### src/rtl/uart_pkg.sv
// Shared definitions for the UART receive path.
//   rx_state_t : receiver FSM state encoding
//   OVS        : s_tick count per data bit (16x oversampling)
//   MID_START  : s_cnt value at the middle of the start bit
package uart_pkg;

  typedef enum logic [2:0] {
    IDLE   = 3'd0,
    START  = 3'd1,
    DATA   = 3'd2,
    PARITY = 3'd3,
    STOP   = 3'd4
  } rx_state_t;

  localparam int OVS       = 16;
  localparam int MID_START = 7;

endpackage

### src/rtl/uart_rx_fsm.sv
// UART receive framer: 2-flop rx synchroniser, oversampled bit FSM and
// LSB-first shift register.
// Optional macro UART_RCVR_PARITY_EN adds a PARITY state and par_odd/par_fail.
//
// Ports
//   clk      : system clock
//   reset    : asynchronous active-low reset
//   s_tick   : 16x baud oversampling strobe
//   rx       : raw serial input (asynchronous, idle high)
//   par_odd  : parity sense, 1 = odd (parity build only)
//   dout     : assembled byte
//   rx_done  : one-clk pulse, frame with valid stop bit completed
//   frm_fail : one-clk pulse, stop bit sampled low
//   par_fail : one-clk pulse, parity mismatch (parity build only)
//
// state  | meaning
// IDLE   | line idle, waiting for rx_s low (checked every clk)
// START  | counting to mid start bit, re-checking rx_s to reject glitches
// DATA   | sampling W data bits at the middle of each bit
// PARITY | sampling the parity bit (parity build only)
// STOP   | sampling the stop bit after SB_TICK ticks
module uart_rx_fsm
  import uart_pkg::*;
#(
  parameter int W       = 8,
  parameter int SB_TICK = 16
) (
  input  logic         clk,
  input  logic         reset,
  input  logic         s_tick,
  input  logic         rx,
`ifdef UART_RCVR_PARITY_EN
  input  logic         par_odd,
  output logic         par_fail,
`endif
  output logic [W-1:0] dout,
  output logic         rx_done,
  output logic         frm_fail
);

  localparam int SW = ($clog2(SB_TICK) > 4) ? $clog2(SB_TICK) : 4;
  localparam int NW = (W > 1) ? $clog2(W) : 1;

  rx_state_t     state, state_nx;
  logic [SW-1:0] s_cnt, s_cnt_nx;
  logic [NW-1:0] n_cnt, n_cnt_nx;
  logic [W-1:0]  shreg, shreg_nx;
  logic          rx_meta, rx_s;

  // Synchroniser resets to the idle (high) level so reset never looks like a start bit.
  always_ff @(posedge clk or negedge reset) begin
    if (!reset) begin
      rx_meta <= 1'b1;
      rx_s    <= 1'b1;
    end else begin
      rx_meta <= rx;
      rx_s    <= rx_meta;
    end
  end

  always_ff @(posedge clk or negedge reset) begin
    if (!reset) begin
      state <= IDLE;
      s_cnt <= '0;
      n_cnt <= '0;
      shreg <= '0;
    end else begin
      state <= state_nx;
      s_cnt <= s_cnt_nx;
      n_cnt <= n_cnt_nx;
      shreg <= shreg_nx;
    end
  end

  always_comb begin
    state_nx = state;
    s_cnt_nx = s_cnt;
    n_cnt_nx = n_cnt;
    shreg_nx = shreg;
    rx_done  = 1'b0;
    frm_fail = 1'b0;
`ifdef UART_RCVR_PARITY_EN
    par_fail = 1'b0;
`endif
    case (state)
      IDLE: begin
        if (!rx_s) begin
          state_nx = START;
          s_cnt_nx = '0;
        end
      end
      START: begin
        if (s_tick) begin
          if (s_cnt == SW'(MID_START)) begin
            if (!rx_s) begin
              state_nx = DATA;
              s_cnt_nx = '0;
              n_cnt_nx = '0;
            end else begin
              state_nx = IDLE;
            end
          end else begin
            s_cnt_nx = s_cnt + 1'b1;
          end
        end
      end
      DATA: begin
        if (s_tick) begin
          if (s_cnt == SW'(OVS - 1)) begin
            shreg_nx = {rx_s, shreg[W-1:1]};
            s_cnt_nx = '0;
            if (n_cnt == NW'(W - 1)) begin
`ifdef UART_RCVR_PARITY_EN
              state_nx = PARITY;
`else
              state_nx = STOP;
`endif
            end else begin
              n_cnt_nx = n_cnt + 1'b1;
            end
          end else begin
            s_cnt_nx = s_cnt + 1'b1;
          end
        end
      end
`ifdef UART_RCVR_PARITY_EN
      PARITY: begin
        if (s_tick) begin
          if (s_cnt == SW'(OVS - 1)) begin
            // Even parity: bit equals XOR of data; odd parity inverts it.
            par_fail = rx_s ^ (^shreg) ^ par_odd;
            s_cnt_nx = '0;
            state_nx = STOP;
          end else begin
            s_cnt_nx = s_cnt + 1'b1;
          end
        end
      end
`endif
      STOP: begin
        if (s_tick) begin
          if (s_cnt == SW'(SB_TICK - 1)) begin
            if (rx_s) rx_done  = 1'b1;
            else      frm_fail = 1'b1;
            state_nx = IDLE;
          end else begin
            s_cnt_nx = s_cnt + 1'b1;
          end
        end
      end
      default: state_nx = IDLE;
    endcase
  end

  assign dout = shreg;

endmodule

### src/rtl/uart_rcvr_path.sv
// UART receive path: framer plus receive FIFO (first-word fall-through)
// and sticky error flags.
// Optional macro UART_RCVR_PARITY_EN adds par_odd input and par_err flag.
//
// Ports
//   clk       : system clock
//   reset     : asynchronous active-low reset
//   s_tick    : 16x baud oversampling strobe
//   rx        : serial input, idle high
//   rd_uart   : pop FIFO head
//   err_clr   : clear sticky flags
//   r_data    : FIFO head byte
//   rx_empty  : FIFO empty
//   rx_full   : FIFO full
//   frame_err : sticky, stop bit sampled low
//   overrun   : sticky, byte completed while FIFO full
//   par_odd   : parity sense (parity build only)
//   par_err   : sticky parity mismatch (parity build only)
module uart_rcvr_path
  import uart_pkg::*;
#(
  parameter int W       = 8,
  parameter int SB_TICK = 16,
  parameter int A       = 2
) (
  input  logic         clk,
  input  logic         reset,
  input  logic         s_tick,
  input  logic         rx,
  input  logic         rd_uart,
  input  logic         err_clr,
`ifdef UART_RCVR_PARITY_EN
  input  logic         par_odd,
  output logic         par_err,
`endif
  output logic [W-1:0] r_data,
  output logic         rx_empty,
  output logic         rx_full,
  output logic         frame_err,
  output logic         overrun
);

  localparam int DEPTH = 1 << A;

  logic [W-1:0] dout;
  logic         rx_done;
  logic         frm_fail;
`ifdef UART_RCVR_PARITY_EN
  logic         par_fail;
`endif

  uart_rx_fsm #(
    .W       (W),
    .SB_TICK (SB_TICK)
  ) u_fsm (
    .clk      (clk),
    .reset    (reset),
    .s_tick   (s_tick),
    .rx       (rx),
`ifdef UART_RCVR_PARITY_EN
    .par_odd  (par_odd),
    .par_fail (par_fail),
`endif
    .dout     (dout),
    .rx_done  (rx_done),
    .frm_fail (frm_fail)
  );

  logic [W-1:0] mem [DEPTH];
  logic [A-1:0] wr_ptr, rd_ptr;
  logic [A:0]   count;
  logic         push, pop, drop;

  assign rx_empty = (count == '0);
  assign rx_full  = (count == (A+1)'(DEPTH));
  assign pop      = rd_uart && !rx_empty;
  // A pop in the same cycle frees a slot, so a full FIFO still accepts the byte.
  assign push     = rx_done && (!rx_full || pop);
  assign drop     = rx_done && rx_full && !pop;

  always_ff @(posedge clk or negedge reset) begin
    if (!reset) begin
      wr_ptr <= '0;
      rd_ptr <= '0;
      count  <= '0;
      for (int i = 0; i < DEPTH; i++) mem[i] <= '0;
    end else begin
      if (push) begin
        mem[wr_ptr] <= dout;
        wr_ptr      <= wr_ptr + A'(1);
      end
      if (pop) rd_ptr <= rd_ptr + A'(1);
      case ({push, pop})
        2'b10:   count <= count + (A+1)'(1);
        2'b01:   count <= count - (A+1)'(1);
        default: ;
      endcase
    end
  end

  assign r_data = mem[rd_ptr];

  // Set wins over a simultaneous clear.
  always_ff @(posedge clk or negedge reset) begin
    if (!reset) begin
      frame_err <= 1'b0;
      overrun   <= 1'b0;
    end else begin
      if (frm_fail)     frame_err <= 1'b1;
      else if (err_clr) frame_err <= 1'b0;
      if (drop)         overrun   <= 1'b1;
      else if (err_clr) overrun   <= 1'b0;
    end
  end

`ifdef UART_RCVR_PARITY_EN
  always_ff @(posedge clk or negedge reset) begin
    if (!reset)        par_err <= 1'b0;
    else if (par_fail) par_err <= 1'b1;
    else if (err_clr)  par_err <= 1'b0;
  end
`endif

endmodule

### config.mk
export PLATFORM = sky130hd
export DESIGN_NAME = uart_rcvr_path
export DESIGN_NICKNAME = d
export VERILOG_FILES = /design/src/rtl/uart_pkg.sv /design/src/rtl/uart_rx_fsm.sv /design/src/rtl/uart_rcvr_path.sv
export SDC_FILE = /design/constraint.sdc
export NUM_CORES = 1
export LEC_CHECK = 0
export ABC_AREA = 1
export ABC_CLOCK_PERIOD_IN_PS = 2400
export BUFFER_PORTS_ARGS = -buffer_cell sky130_fd_sc_hd__buf_4
export CAP_MARGIN = 10
export CORE_MARGIN = 2
export CORE_UTILIZATION = 55
export CTS_CLUSTER_DIAMETER = 200
export DETAILED_ROUTE_END_ITERATION = 6
export PLACE_DENSITY = 0.77
export SETUP_SLACK_MARGIN = 0.2
export SYNTH_ARGS = -nofsm -noshare
export SYNTH_HDL_FRONTEND = slang
export SYNTH_HIERARCHICAL = 1
export SYNTH_SLANG_ARGS = --single-unit
### constraint.sdc
create_clock -name clk -period 2.4 [get_ports clk]
set_input_delay 0.12 -clock clk [delete_from_list [all_inputs] [get_ports clk]]
set_output_delay 0.12 -clock clk [all_outputs]
set_load 0.02 [all_outputs]
==> results of run 1 <==
path summary, 6_finish.rpt:
path,startpoint,end,slack (ns),depth (start not counted)
worst max register to register,u_fsm/s_cnt[1]$_DFFE_PN0P_,count[2]$_DFFE_PN0P_,0.33,13
worst min register to register,u_fsm/rx_meta$_DFF_PN1_,u_fsm/rx_s$_DFF_PN1_,0.36,0
max in group asynchronous,reset,u_fsm/s_cnt[0]$_DFFE_PN0P_,1.46,2
worst max-delay path,u_fsm/s_cnt[1]$_DFFE_PN0P_,count[2]$_DFFE_PN0P_,0.33,13
worst min-delay path,rd_uart,overrun$_DFFE_PN0P_,0.14,4
min in group asynchronous,reset,mem[12]$_DFFE_PN0P_,0.40,2
where the power goes:
group          internal, mW  switching, mW
clock network         0.495          0.373
registers              1.13          0.144
logic                 0.580          0.997
total                  2.21           1.51
critical path: cells and delay by family (launching register included):
| kind | cells | cell delay [ns] |
|---|---|---|
| AND/OR/NAND/NOR | 6 | 0.44 |
| XOR/XNOR | 1 | 0.17 |
| flip-flops | 1 | 0.44 |
| adder cells (fa/ha/maj) | 3 | 0.75 |
| buffers and inverters | 3 | 0.18 |
routing by layer:
| metal | vias to the layer above | share of wire, % | GRT usage (%) |
|---|---|---|---|
| met5 | - | 0 | 0 |
| met1 | 1353 | 44 | 28.0 |
| met4 | 0 | 2.3 | 11.5 |
| li1 | 1407 | - | - |
| met3 | 16 | 4.2 | 5.33 |
| met2 | 72 | 49 | 40.1 |
cells by family after synthesis:
logic type	synth area share, %
AO/OA/AOI/OAI	6.51
XOR/XNOR	1.30
adder cells (fa/ha/maj)	3.57
buffers and inverters	7.55
flip-flops	45.4
AND/OR/NAND/NOR	35.6
per-stage QoR:
step	setup WS, ns	area [sq um]	total power, mW
after floorplan	0.208	3400	2.46
after global placement	0.244	3520	2.82
after detailed placement	0.162	3520	2.86
after CTS	0.208	3740	3.74
after global routing	0.204	3760	3.99
final	0.326	3760	3.72
cell usage in the layout, fill, tap and decap left out, drive strengths merged, types with 3 or more instances in the layout:
cell / instances
a21oi: 5
buf: 23
clkbuf: 12
dfrtp: 59
dlygate4sd3: 3
ha: 8
inv: 34
nand2: 144
nand3: 30
nand3b: 6
nand4: 32
nor2: 36
nor3: 3
o21ai: 25
o22ai: 8
xor2: 3
registers in the layout, summed over array words and instances (netlist names), 2 cells and up:
register and cells:
u_fsm/dout 8, rd_ptr 2, u_fsm/n_cnt 3, u_fsm/s_cnt 4, u_fsm/state 3, count 3
mem 32, wr_ptr 2
cell type report:
class | count | area, sq um | area share [%]
Clock buffer | 12 | 145 | 3.86
Clock inverter | 2 | 35.0 | 0.931
Inverter | 34 | 133 | 3.52
Multi-Input combinational cell | 304 | 1620 | 43.0
Sequential cell | 61 | 1530 | 40.7
Tap cell | 75 | 93.8 | 2.49
Timing Repair Buffer | 26 | 206 | 5.48
synthesized netlist by cell type (4+ instances only):
library cell	instances	area (sq um)
a21oi_1	4	20.0
buf_2	7	35.0
buf_6	5	56.3
dfrtp_1	59	1480
ha_1	8	100
inv_1	31	116
nand2_1	138	518
nand2_2	5	31.3
nand3_1	22	110
nand3_2	5	50.1
nand3b_1	6	45.0
nand4_1	32	200
nor2_1	30	113
o21ai_0	19	95.1
o21ai_1	4	20.0
o22ai_1	8	50.1
timing repair:
item / 4_1_cts / 5_1_grt
pin swaps: 0 / 2
resized for setup: 1 / 3
setup endpoints to repair: 16 / 26
setup buffers: 0 / 2
hold buffers: 3 / 0
hold endpoints to repair: 62 / 0
cloned: 0 / 0
==> results.md, run 1 <==
- Slew Limit Fails: 0
- CTS tree: built
- Share of layout cells above drive strength 1: 16.6%
- Post-route ant nets: 0
- Final period util: 86.4%
- Initial core utilization: 56.8%
- Maximum root-to-sink buffer count: 2
- Syn nets: 431
- Crit path launch type: flop
- Min Hold Slack: 0.138 ns
- HP Class: input pin to flop
- Static leakage: 1.97 nW
- Period minus WS final: 2.07 ns
- Drt wl/cell: 13.6 um
- Main synth FF type: dfrtp_1
- CP most frequent cell: inv_2
- Final core utilization: 63.6%
- WP data required: 2.65 ns
- Num CTS Buffers: 9
- Async SR Flop Fraction: 100%
- Core Region: 5920 sq um
- Port buffer count: 17
- Drt drc: 0
- Vias in the first global route: 2764
- Chip height: 82.2 um
- Distinct cells, synth: 32
- Inst Count DP: 495
- Slowest stage delay, CP: 0.44 ns
- Count of final hold-check violations: 0
- Worst Tran Pin Value: 0.766 ns
- DRT iter0 DRCs: 229
- Area delta synth->final: 11.9%
- Number of synthesis warnings: 6
- Critical Path AT: 2.33 ns
- Largest net degree at the start of global routing: 62
- Power per cell area: 989 nW/um^2
- F_max: 0.482 GHz
- Sink Count: 61
- Register area share after synthesis: 45.4%
- Gr usage total: 23.5%
- Setup TNS: 0 ns
- Top-level port count: 18
- Num rows: 28
- Syn Std Cell Area: 3360 sq um
- Worst Path Class, Setup: flop to flop
- CTS H-tree depth: 3
- Worst Path Max Fanout: 7
- Vias: 2848
- Hpwl dp: 4810 um
- RSZ-0062 raised after global routing: false
- Relative max-transition margin: 48.9%
- CP endpoint kind: flop
- Worst VDD drop: 738 uV
- EDFF count, synth: 0
- Final std cells w/o fill: 514
- Vias per Instance: 5.54
- Latest clock arrival within the worst-skew pair: 0.34 ns
- Root Driver: clkbuf_8
- Drt total wl: 6980 um
- Final nets: 451
- Fillcell total: 528
- CP max-delay cell: dfrtp_2
- Outcome: complete, no violations
- CP Cell Sequence: ha_4, nand3_4, nor2_4, inv_2, nor3_4, nand2_2, ha_2, inv_2, fa_1, inv_1, nand2_1, nand3b_1, xor2_1
- Clock transition at path regs: 0.06 ns
- Die X: 82.2 um
- Yosys reg bits: 61
- Die Footprint: 6760 sq um
- Initial antenna violation count: 0
- Post-synthesis cell count: 416
- First-pass GRT wire length: 12100 um
- Pre-Repair DR Iteration Count: 4
- Total congestion overflow: 0
- Setup-failing EPs final: 0
- Max cap viols: 0
- Post-synthesis area per instance: 8.09 sq um
- Antenna diode count: 0
- Placer Congestion: 0.897
- Clock Skew: 0.00704 ns
Power figures use the tool's default switching activity.
==> run 2, diff against run 1 <==
--- a/config.mk
+++ b/config.mk
@@ -9,11 +9,13 @@
 export ABC_CLOCK_PERIOD_IN_PS = 2400
 export BUFFER_PORTS_ARGS = -buffer_cell sky130_fd_sc_hd__buf_4
 export CAP_MARGIN = 10
+export CELL_PAD_IN_SITES_DETAIL_PLACEMENT = 0
+export CELL_PAD_IN_SITES_GLOBAL_PLACEMENT = 1
 export CORE_MARGIN = 2
-export CORE_UTILIZATION = 55
+export CORE_UTILIZATION = 41
 export CTS_CLUSTER_DIAMETER = 200
 export DETAILED_ROUTE_END_ITERATION = 6
-export PLACE_DENSITY = 0.77
+export PLACE_DENSITY = 0.76
 export SETUP_SLACK_MARGIN = 0.2
 export SYNTH_ARGS = -nofsm -noshare
 export SYNTH_HDL_FRONTEND = slang
==> results.md, run 2 (synthesis results as in run 1) <==
- CTS H-tree depth: 3 (unchanged)
- Worst Path Class, Setup: flop to flop
- Setup TNS: 0 ns (unchanged)
- First-pass GRT wire length: 12800 um (+6.0%)
- CTS tree: built
- CP Cell Sequence: ha_4, nand3_4, nor2_4, inv_2, nor3_4, nand2_2, ha_2, inv_2, fa_1, inv_1, nand2_1, nand3b_1, xor2_1
- RSZ-0062 raised after global routing: false
- Critical Path AT: 2.29 ns (-0.04 ns)
- HP Class: input pin to flop
- Relative max-transition margin: 48.8% (-0.16 points)
- Static leakage: 1.99 nW (+0.97%)
- Final period util: 86.1% (-0.34 points)
- Vias per Instance: 5.09 (-8.1%)
- Largest register FFs: 32 (unchanged)
- Final nets: 455 (+0.89%)
- Worst Path Max Fanout: 5 (-2)
- Hpwl dp: 5150 um (+7.0%)
- Overall power: 3.79 mW (+1.7%)
- Initial antenna violation count: 0 (unchanged)
- Total congestion overflow: 0 (unchanged)
- Drt wl/cell: 13.5 um (-0.21%)
- Slew Limit Fails: 0 (unchanged)
- Num rows: 33 (+18%)
- Gr usage total: 18.4% (-5.2 points)
- F_max: 0.484 GHz (+0.40%)
- Max cap viols: 0 (unchanged)
- Num CTS Buffers: 9 (unchanged)
- Crit path launch type: flop
- Sink Count: 61 (unchanged)
- Power per cell area: 983 nW/um^2 (-0.58%)
- Area delta synth->final: 14.5%
- WP data required: 2.62 ns (-0.03 ns)
- Die Footprint: 8950 sq um (+32%)
- Antenna diode count: 0 (unchanged)
- Clock transition at path regs: 0.07 ns (about the same)
- Clock Skew: 0.0101 ns (+0.00306 ns)
- Port buffer count: 17 (unchanged)
- Maximum root-to-sink buffer count: 2 (unchanged)
- Count of final hold-check violations: 0 (unchanged)
- Pre-Repair DR Iteration Count: 5 (+1)
- Most frequent cells in the layout: nand2_1, dfrtp_1, nand4_1
- Largest net degree at the start of global routing: 62 (unchanged)
- Worst Tran Pin Value: 0.768 ns (+0.00234 ns)
- Critical path's top delay family: simple AND/OR/NAND/NOR gates
- Initial core utilization: 41.6% (-15 points)
- Top-level port count: 18 (unchanged)
- CP endpoint kind: flop
- CP max-delay cell: dfrtp_2
- Worst VDD drop: 623 uV (-16%)
- Largest Register: mem
- Setup-failing EPs final: 0 (unchanged)
- DRT iter0 DRCs: 141 (-38%)
- CP Buf/Inv Count: 3 (unchanged)
- Vias: 2802 (-1.6%)
- Post-route cell area: 3850 sq um (+2.3%)
- Root Driver: clkbuf_8
- Die X: 94.6 um (+15%)
- Drt total wl: 7450 um (+6.8%)
- Outcome: complete, no violations
- CP most frequent cell: inv_2
- Dpl cell area: 3580 sq um (+1.5%)
- Slowest stage delay, CP: 0.43 ns (about the same)
- Chip height: 94.6 um (+15%)
- Vias in the first global route: 2631 (-4.8%)
- Period minus WS final: 2.07 ns (-0.00817 ns)
- Post-route ant nets: 0 (unchanged)
- Placer Congestion: 0.840 (-6.3%)
- Latest clock arrival within the worst-skew pair: 0.34 ns (about the same)
- Drt drc: 0 (unchanged)
- Core Region: 8090 sq um (+37%)
- Commonest non-fill, non-tap cell in the layout: nand2_1
- Share of layout cells above drive strength 1: 18.2% (+1.6 points)
run 2: report_power, final:
group / internal [mW] / switching [mW] / leakage [nW]
Sequential: 1.13 / 0.142 / 0.812
Clock: 0.482 / 0.430 / 0.0918
Combinational: 0.590 / 1.01 / 1.09
run 2: worst min-delay path: stages:
cell and delay (ns):
buf_4 0.11, nand2_1 0.12, xor2_1 0.08
run 2: repair_timing:
item                                    in CTS  in global routing
gates resized for setup                      1                  3
buffers inserted                             0                  4
endpoints found under the setup margin      16                 26
endpoints found under the hold margin       62                  0
pin swaps                                    0                  3
hold buffers                                 3                  0
run 2: layer usage:
metal	vias to the layer above	global-route usage (%)	part of all wire [%]
li1	1420	-	-
met1	1321	24.5	48
met2	52	30.6	48
met3	9	4.55	3.4
met4	0	3.62	1.0
met5	-	0	0
run 2: worst paths after layout:
path / start / endpoint / slack [ns] / depth (start not counted)
worst min-delay path: rd_uart / rd_ptr[0]$_DFFE_PN0P_ / 0.13 / 3
max in group asynchronous: reset / u_fsm/s_cnt[1]$_DFFE_PN0P_ / 1.46 / 2
worst max-delay path: u_fsm/s_cnt[0]$_DFFE_PN0P_ / count[2]$_DFFE_PN0P_ / 0.33 / 13
worst max register to register: u_fsm/s_cnt[0]$_DFFE_PN0P_ / count[2]$_DFFE_PN0P_ / 0.33 / 13
worst min register to register: u_fsm/rx_meta$_DFF_PN1_ / u_fsm/rx_s$_DFF_PN1_ / 0.36 / 0
min in group asynchronous: reset / rd_ptr[0]$_DFFE_PN0P_ / 0.40 / 2
run 2: area by class of cell:
class / count / area [sq um]
Sequential cell: 61 / 1530
Fill cell: 825 / 4240
Clock buffer: 9 / 124
Timing Repair Buffer: 30 / 236
Clock inverter: 7 / 75.1
Multi-Input combinational cell: 304 / 1620
Tap cell: 105 / 131
Inverter: 34 / 133
run 2: per-stage QoR:
step                setup WS (ns)  util [%]  hold WS, ns  cells
floorplan                   0.208         -       -0.176    416
global placement            0.219      44.2        0.229    527
detailed placement          0.148      44.2        0.229    527
CTS                         0.215      47.1        0.119    546
global route                0.211      47.6        0.159    550
finish                      0.335      47.6        0.132    550
